## src/rtl/lsu_arb_pkg.sv

```systemverilog
// lsu_arb_pkg: shared state, request record and constants for the LSU memory arbiter
package lsu_arb_pkg;
  localparam int ARB_ADDR_W = 16;
  localparam int ARB_DATA_W = 32;
  localparam logic [ARB_DATA_W-1:0] ERR_RDATA = '0;
  typedef enum logic [1:0] {IDLE, BUSY, RESP} arb_state_e;
  typedef struct packed {
    logic                    wren;
    logic [ARB_ADDR_W-1:0]   addr;
    logic [ARB_DATA_W-1:0]   wdata;
    logic [ARB_DATA_W/8-1:0] bmask;
  } mem_req_t;
endpackage

```

## src/rtl/rr_arbiter_2.sv

```systemverilog
// rr_arbiter_2: two-way round-robin grant with a last-winner pointer
module rr_arbiter_2 (
  input  logic       clk,
  input  logic       rst,
  input  logic [1:0] req,
  input  logic       en,
  output logic [1:0] grant
);
  logic last;
  // on a tie the requester that did not win last time gets the grant
  always_comb grant = !en ? 2'b00 : (req == 2'b11) ? (last ? 2'b01 : 2'b10) : req;
  // pointer remembers the winner; its reset value lets m0 take the first tie
  always_ff @(posedge clk)
    if (rst) last <= 1'b1;
    else if (|grant) last <= grant[1];
endmodule

```

## src/rtl/lsu_mem_arbiter.sv

```systemverilog
// lsu_mem_arbiter: shares one SRAM controller port between fetch (m0) and LSU (m1); ARB_TIMEOUT_EN adds a BUSY abort timer
module lsu_mem_arbiter
  import lsu_arb_pkg::*;
#(
  parameter int ADDR_W = ARB_ADDR_W,
  parameter int DATA_W = ARB_DATA_W
`ifdef ARB_TIMEOUT_EN
  ,
  parameter int TIMEOUT_CYCLES = 64
`endif
) (
  input  logic                i_clk,
  input  logic                i_rst,
  input  logic                i_m0_req,
  input  logic                i_m0_wren,
  input  logic [ADDR_W-1:0]   i_m0_addr,
  input  logic [DATA_W-1:0]   i_m0_wdata,
  input  logic [DATA_W/8-1:0] i_m0_bmask,
  output logic [DATA_W-1:0]   o_m0_rdata,
  output logic                o_m0_ack,
  output logic                o_m0_err,
  input  logic                i_m1_req,
  input  logic                i_m1_wren,
  input  logic [ADDR_W-1:0]   i_m1_addr,
  input  logic [DATA_W-1:0]   i_m1_wdata,
  input  logic [DATA_W/8-1:0] i_m1_bmask,
  output logic [DATA_W-1:0]   o_m1_rdata,
  output logic                o_m1_ack,
  output logic                o_m1_err,
  output logic [ADDR_W-1:0]   o_mem_addr,
  output logic [DATA_W-1:0]   o_mem_wdata,
  output logic [DATA_W/8-1:0] o_mem_bmask,
  output logic                o_mem_wren,
  output logic                o_mem_rden,
  input  logic [DATA_W-1:0]   i_mem_rdata,
  input  logic                i_mem_ack,
  output logic                o_busy,
  output logic [1:0]          o_grant
);
  arb_state_e        state;
  mem_req_t          lat, req0, req1;
  logic [1:0]        owner, gnt;
  logic [DATA_W-1:0] rdata0, rdata1, cap;
  logic              done, err, expired;
  assign req0 = {i_m0_wren, i_m0_addr, i_m0_wdata, i_m0_bmask};
  assign req1 = {i_m1_wren, i_m1_addr, i_m1_wdata, i_m1_bmask};
  rr_arbiter_2 u_rr (
    .clk  (i_clk),
    .rst  (i_rst),
    .req  ({i_m1_req, i_m0_req}),
    .en   (state == IDLE),
    .grant(gnt)
  );
`ifdef ARB_TIMEOUT_EN
  localparam int TW = $clog2(TIMEOUT_CYCLES + 1);
  logic [TW-1:0] tcnt;
  assign expired = (state == BUSY) && !i_mem_ack && (tcnt == TW'(TIMEOUT_CYCLES - 1));
  // counts BUSY cycles of the current transaction, zero whenever not BUSY
  always_ff @(posedge i_clk)
    if (i_rst || state != BUSY) tcnt <= '0;
    else tcnt <= tcnt + 1'b1;
`else
  assign expired = 1'b0;
`endif
  assign done = (state == BUSY) && (i_mem_ack || expired);
  assign cap  = expired ? ERR_RDATA : lat.wren ? '0 : i_mem_rdata;
  // grant latches the request, BUSY waits for ack or abort, RESP pulses the owner's ack
  always_ff @(posedge i_clk)
    if (i_rst) begin
      state  <= IDLE;
      owner  <= '0;
      lat    <= '0;
      rdata0 <= '0;
      rdata1 <= '0;
      err    <= 1'b0;
    end else begin
      case (state)
        IDLE: if (|gnt) begin
          state <= BUSY;
          owner <= gnt;
          lat   <= gnt[1] ? req1 : req0;
          err   <= 1'b0;
        end
        BUSY: if (done) begin
          state <= RESP;
          err   <= expired;
          if (owner[0]) rdata0 <= cap;
          if (owner[1]) rdata1 <= cap;
        end
        default: begin
          state <= IDLE;
          owner <= '0;
        end
      endcase
    end
  assign o_busy      = state != IDLE;
  assign o_grant     = owner;
  assign o_mem_addr  = lat.addr;
  assign o_mem_wdata = lat.wdata;
  assign o_mem_bmask = lat.bmask;
  assign o_mem_wren  = (state == BUSY) && lat.wren;
  assign o_mem_rden  = (state == BUSY) && !lat.wren;
  assign o_m0_ack    = (state == RESP) && owner[0];
  assign o_m1_ack    = (state == RESP) && owner[1];
  assign o_m0_err    = o_m0_ack && err;
  assign o_m1_err    = o_m1_ack && err;
  assign o_m0_rdata  = rdata0;
  assign o_m1_rdata  = rdata1;
endmodule

```

## config.mk

```make
export PLATFORM = sky130hd
export DESIGN_NAME = lsu_mem_arbiter
export DESIGN_NICKNAME = d
export VERILOG_FILES = /design/src/rtl/lsu_arb_pkg.sv /design/src/rtl/rr_arbiter_2.sv /design/src/rtl/lsu_mem_arbiter.sv
export SDC_FILE = /design/constraint.sdc
export NUM_CORES = 1
export LEC_CHECK = 0
export BUFFER_PORTS_ARGS = -buffer_cell sky130_fd_sc_hd__buf_2
export CAP_MARGIN = 20
export CORE_ASPECT_RATIO = 1.4
export CORE_MARGIN = 4
export CORE_UTILIZATION = 47
export CTS_CLUSTER_SIZE = 10
export DETAILED_ROUTE_END_ITERATION = 12
export PLACE_DENSITY_LB_ADDON = 0.1
export SYNTH_ARGS = -nofsm -noshare
export SYNTH_HDL_FRONTEND = slang
export SYNTH_SLANG_ARGS = --single-unit
export TNS_END_PERCENT = 50
```

## constraint.sdc

```tcl
create_clock -name i_clk -period 1.4 [get_ports i_clk]
set_input_delay 0.28 -clock i_clk [delete_from_list [all_inputs] [get_ports i_clk]]
set_output_delay 0.28 -clock i_clk [all_outputs]
set_load 0.02 [all_outputs]
```

==> impl_metrics.json <==
{
  "outcome": "complete, but fails checks",
  "violations": "setup timing",
  "final_common_cell": "buf_2",
  "ff_latch_area_mm2": 0.00244,
  "setup_tns_ns": -0.669,
  "grt_pass1_vias": 5751,
  "fin_skew_ns": 0.0117,
  "wl_per_cell_um": 17.7,
  "dp_hpwl_um": 12000,
  "synth.area.top_cells": "dfxtp_1 43%, a21oi_1 11%, nand2_1 8.7%",
  "hold_violations": 0,
  "fillers": 1007,
  "die_area_mm2": 0.0139,
  "grtUsageTotal_pct": 25.1,
  "globalRoute.totalOverflow": 0,
  "synth_warnings": 0,
  "io_pins": 268,
  "grt.busiest_layer": "met2",
  "clk_pin_slew_ns": 0.06,
  "holdPathStages": 3,
  "rsz0062_at_grt": "true",
  "multi_input_area_mm2": 0.00269,
  "core_mm2": 0.0118,
  "crit_top_cell": "buf_6",
  "worstPathRequired_ns": 1.12,
  "gp_congestion": 0.854,
  "grt_util_met3_pct": 5.19,
  "synth_cells": 714,
  "insertion_delay_ns": 0.41,
  "syn_area_mm2": 0.00568,
  "fin_nets": 1058,
  "r2r_setup_slack_ns": -0.01,
  "worstPathCellList": "buf_6 -> nor2b_4 -> and2_4 -> buf_6",
  "viasPerCell": 5.57,
  "drive_gt1_share_pct": 42.1,
  "critPathKind": "reg2out",
  "synth_top_area_share_pct": 43.0,
  "drc_errors": 0,
  "hold_end": "o_mem_wdata[16]$_SDFFE_PP0P_",
  "timing.fmax_mhz": 643,
  "syn2layout_area_growth_pct": 39.5,
  "vdd_drop_max_mv": 0.862,
  "leakage_nw": 3.40,
  "use_met1_pct": 29.2,
  "mostFrequentLayoutCells": "259 x buf_2, 132 x nand2_1, 120 x dfxtp_1",
  "synth_area_leader_cell": "dfxtp_1",
  "worstPathMaxFanout": 3,
  "drtPass1Iterations": 5,
  "finalSetupViolCount": 7,
  "seq_area_frac_synth_pct": 43.0,
  "hold_class": "in2reg",
  "cts_tree": "yes",
  "cts.sinks": 122,
  "maxCapViolations": 0,
  "antennaDiodeCount": 0,
  "cts-root-buf": "clkbuf_16",
  "r2r-start": "state[0]$_SDFFE_PP0P_",
  "rows": 47,
  "die_x_um": 101,
  "avgSynthCellArea_um2": 7.95,
  "setup_slack_ns": -0.156,
  "use_met2_pct": 44.0,
  "cp.arrival_ns": 1.28,
  "ys_ff_latch": 122,
  "dp_slack_ns": -0.109,
  "slew_viol_final": 0,
  "cp_num_buf_inv": 2,
  "h-tree-depth": 4,
  "finalCritPeriodShare_pct": 111,
  "yosysUniqueCellTypes": 31,
  "antenna_found_initial": 1,
  "clk_path_buf_depth": 2,
  "powerDensity_mw_per_mm2": 1360,
  "crit_path_end_kind": "output port",
  "numPortBuffers": 265,
  "min-delay-start": "i_m0_wdata[16]",
  "die_height_um": 138,
  "numCtsBuffers": 17,
  "vias": 5993,
  "critPathTopFamily": "flip-flops",
  "hold_slack_ns": 0.138,
  "reg2regPathDepth": 7,
  "slowest_delay_ns": 0.36,
  "wl_um": 19000,
  "cp_slowest_cell": "dfxtp_2",
  "startpoint_type": "register",
  "postRouteAntennaNets": 0,
  "finalCriticalPeriod_ns": 1.56,
  "start_util_pct": 48.0,
  "reg2reg_to": "o_m1_rdata[1]$_SDFFE_PP0P_",
  "grt_max_degree": 43,
  "grt_pass1_wl_um": 28400,
  "drtIter0Drc": 313
}
[area by class of cell]
cell class                      instances  area share, %
Multi-Input combinational cell        467           33.9
Sequential cell                       122           30.9
Timing Repair Buffer                  304           24.4
Clock buffer                           21           5.81
Clock inverter                         11           2.43
Tap cell                              147           2.32
Inverter                                3          0.205
[per-stage QoR]
| step | cells | utilization (%) | cell area [µm²] | power, W |
|---|---|---|---|---|
| floorplan | 715 | - | 5680 | 0.00525 |
| global placement | 1031 | 57.8 | 6830 | 0.00566 |
| detailed placement | 1031 | 57.8 | 6830 | 0.00570 |
| CTS | 1071 | 65.1 | 7690 | 0.0107 |
| global route | 1075 | 67.0 | 7920 | 0.0111 |
| finish | 1075 | 67.0 | 7920 | 0.0108 |
[worst register-to-register path, cell delays in order (launching register included)]
cell,delay (ns)
dfxtp_2,0.36
buf_6,0.11
buf_4,0.09
buf_4,0.10
and4b_1,0.23
buf_12,0.20
nand2_1,0.10
a21oi_2,0.14
[synth_stat cells (all sizes together)]
library cell / count
nand2: 132
dfxtp: 122
a21oi: 120
buf: 95
a311oi: 53
nand3: 53
o21ai: 53
nor2b: 33
clkbuf: 31
and2: 2
and3: 2
and4b: 2
inv: 2
nand4b: 2
nor2: 2
a2111oi: 1
a211o: 1
a21bo: 1
a21boi: 1
a221o: 1
clkinv: 1
conb: 1
nand2b: 1
nor3: 1
or2: 1
[metal layers]
layer  vias to the layer above  part of all wire, %
met3                        36                  8.8
li1                       2849                    -
met1                      2801                   37
met4                         2                  2.2
met5                         -                0.063
met2                       305                   52
[cells by family (layout without fill, tap and decap cells)]
family                 count (synthesis)  after routing  share of synthesized area (%)
AOI/OAI and AO/OA                    231            231                           24.4
DFF                                  122            122                           43.0
and+or+nand+nor                      231            234                           18.7
buffers and inverters                129            339                           13.9
other                                  1              2                         0.0660
[registers in the layout (all words and copies together) (netlist names)]
name	cells
lat	1
o_grant	2
o_m0_rdata	32
o_m1_rdata	32
o_mem_addr	16
o_mem_bmask	4
o_mem_wdata	32
state	2
u_rr.last	1
[repair_timing]
action | CTS | global route
endpoints found under the setup margin | 58 | 57
setup buffers | 4 | 2
pin swaps | 2 | 4
resized for setup | 26 | 67
hold buffers | 0 | 0
cloned | 4 | 2
[power by group]
group | internal, W | total, W | switching (W)
registers | 0.00370 | 0.00383 | 0.000137
logic | 0.000863 | 0.00210 | 0.00124
clock network | 0.00325 | 0.00482 | 0.00157
total | 0.00781 | 0.0108 | 0.00294
[worst max path at each step]
| stage | from | to | cells past startpoint |
|---|---|---|---|
| global placement | i_m0_req | o_mem_wdata[15]$_SDFFE_PP0P_ | 4 |
| finish | state[0]$_SDFFE_PP0P_ | o_mem_wren | 4 |
| CTS | state[0]$_SDFFE_PP0P_ | o_mem_wren | 4 |
| global route | state[0]$_SDFFE_PP0P_ | o_mem_wren | 4 |
| floorplan | lat[52]$_SDFFE_PP0P_ | o_mem_rden | 2 |
| detailed placement | i_m0_req | o_mem_addr[4]$_SDFFE_PP0P_ | 4 |
Note: power is estimated with default switching activity, not from simulation.
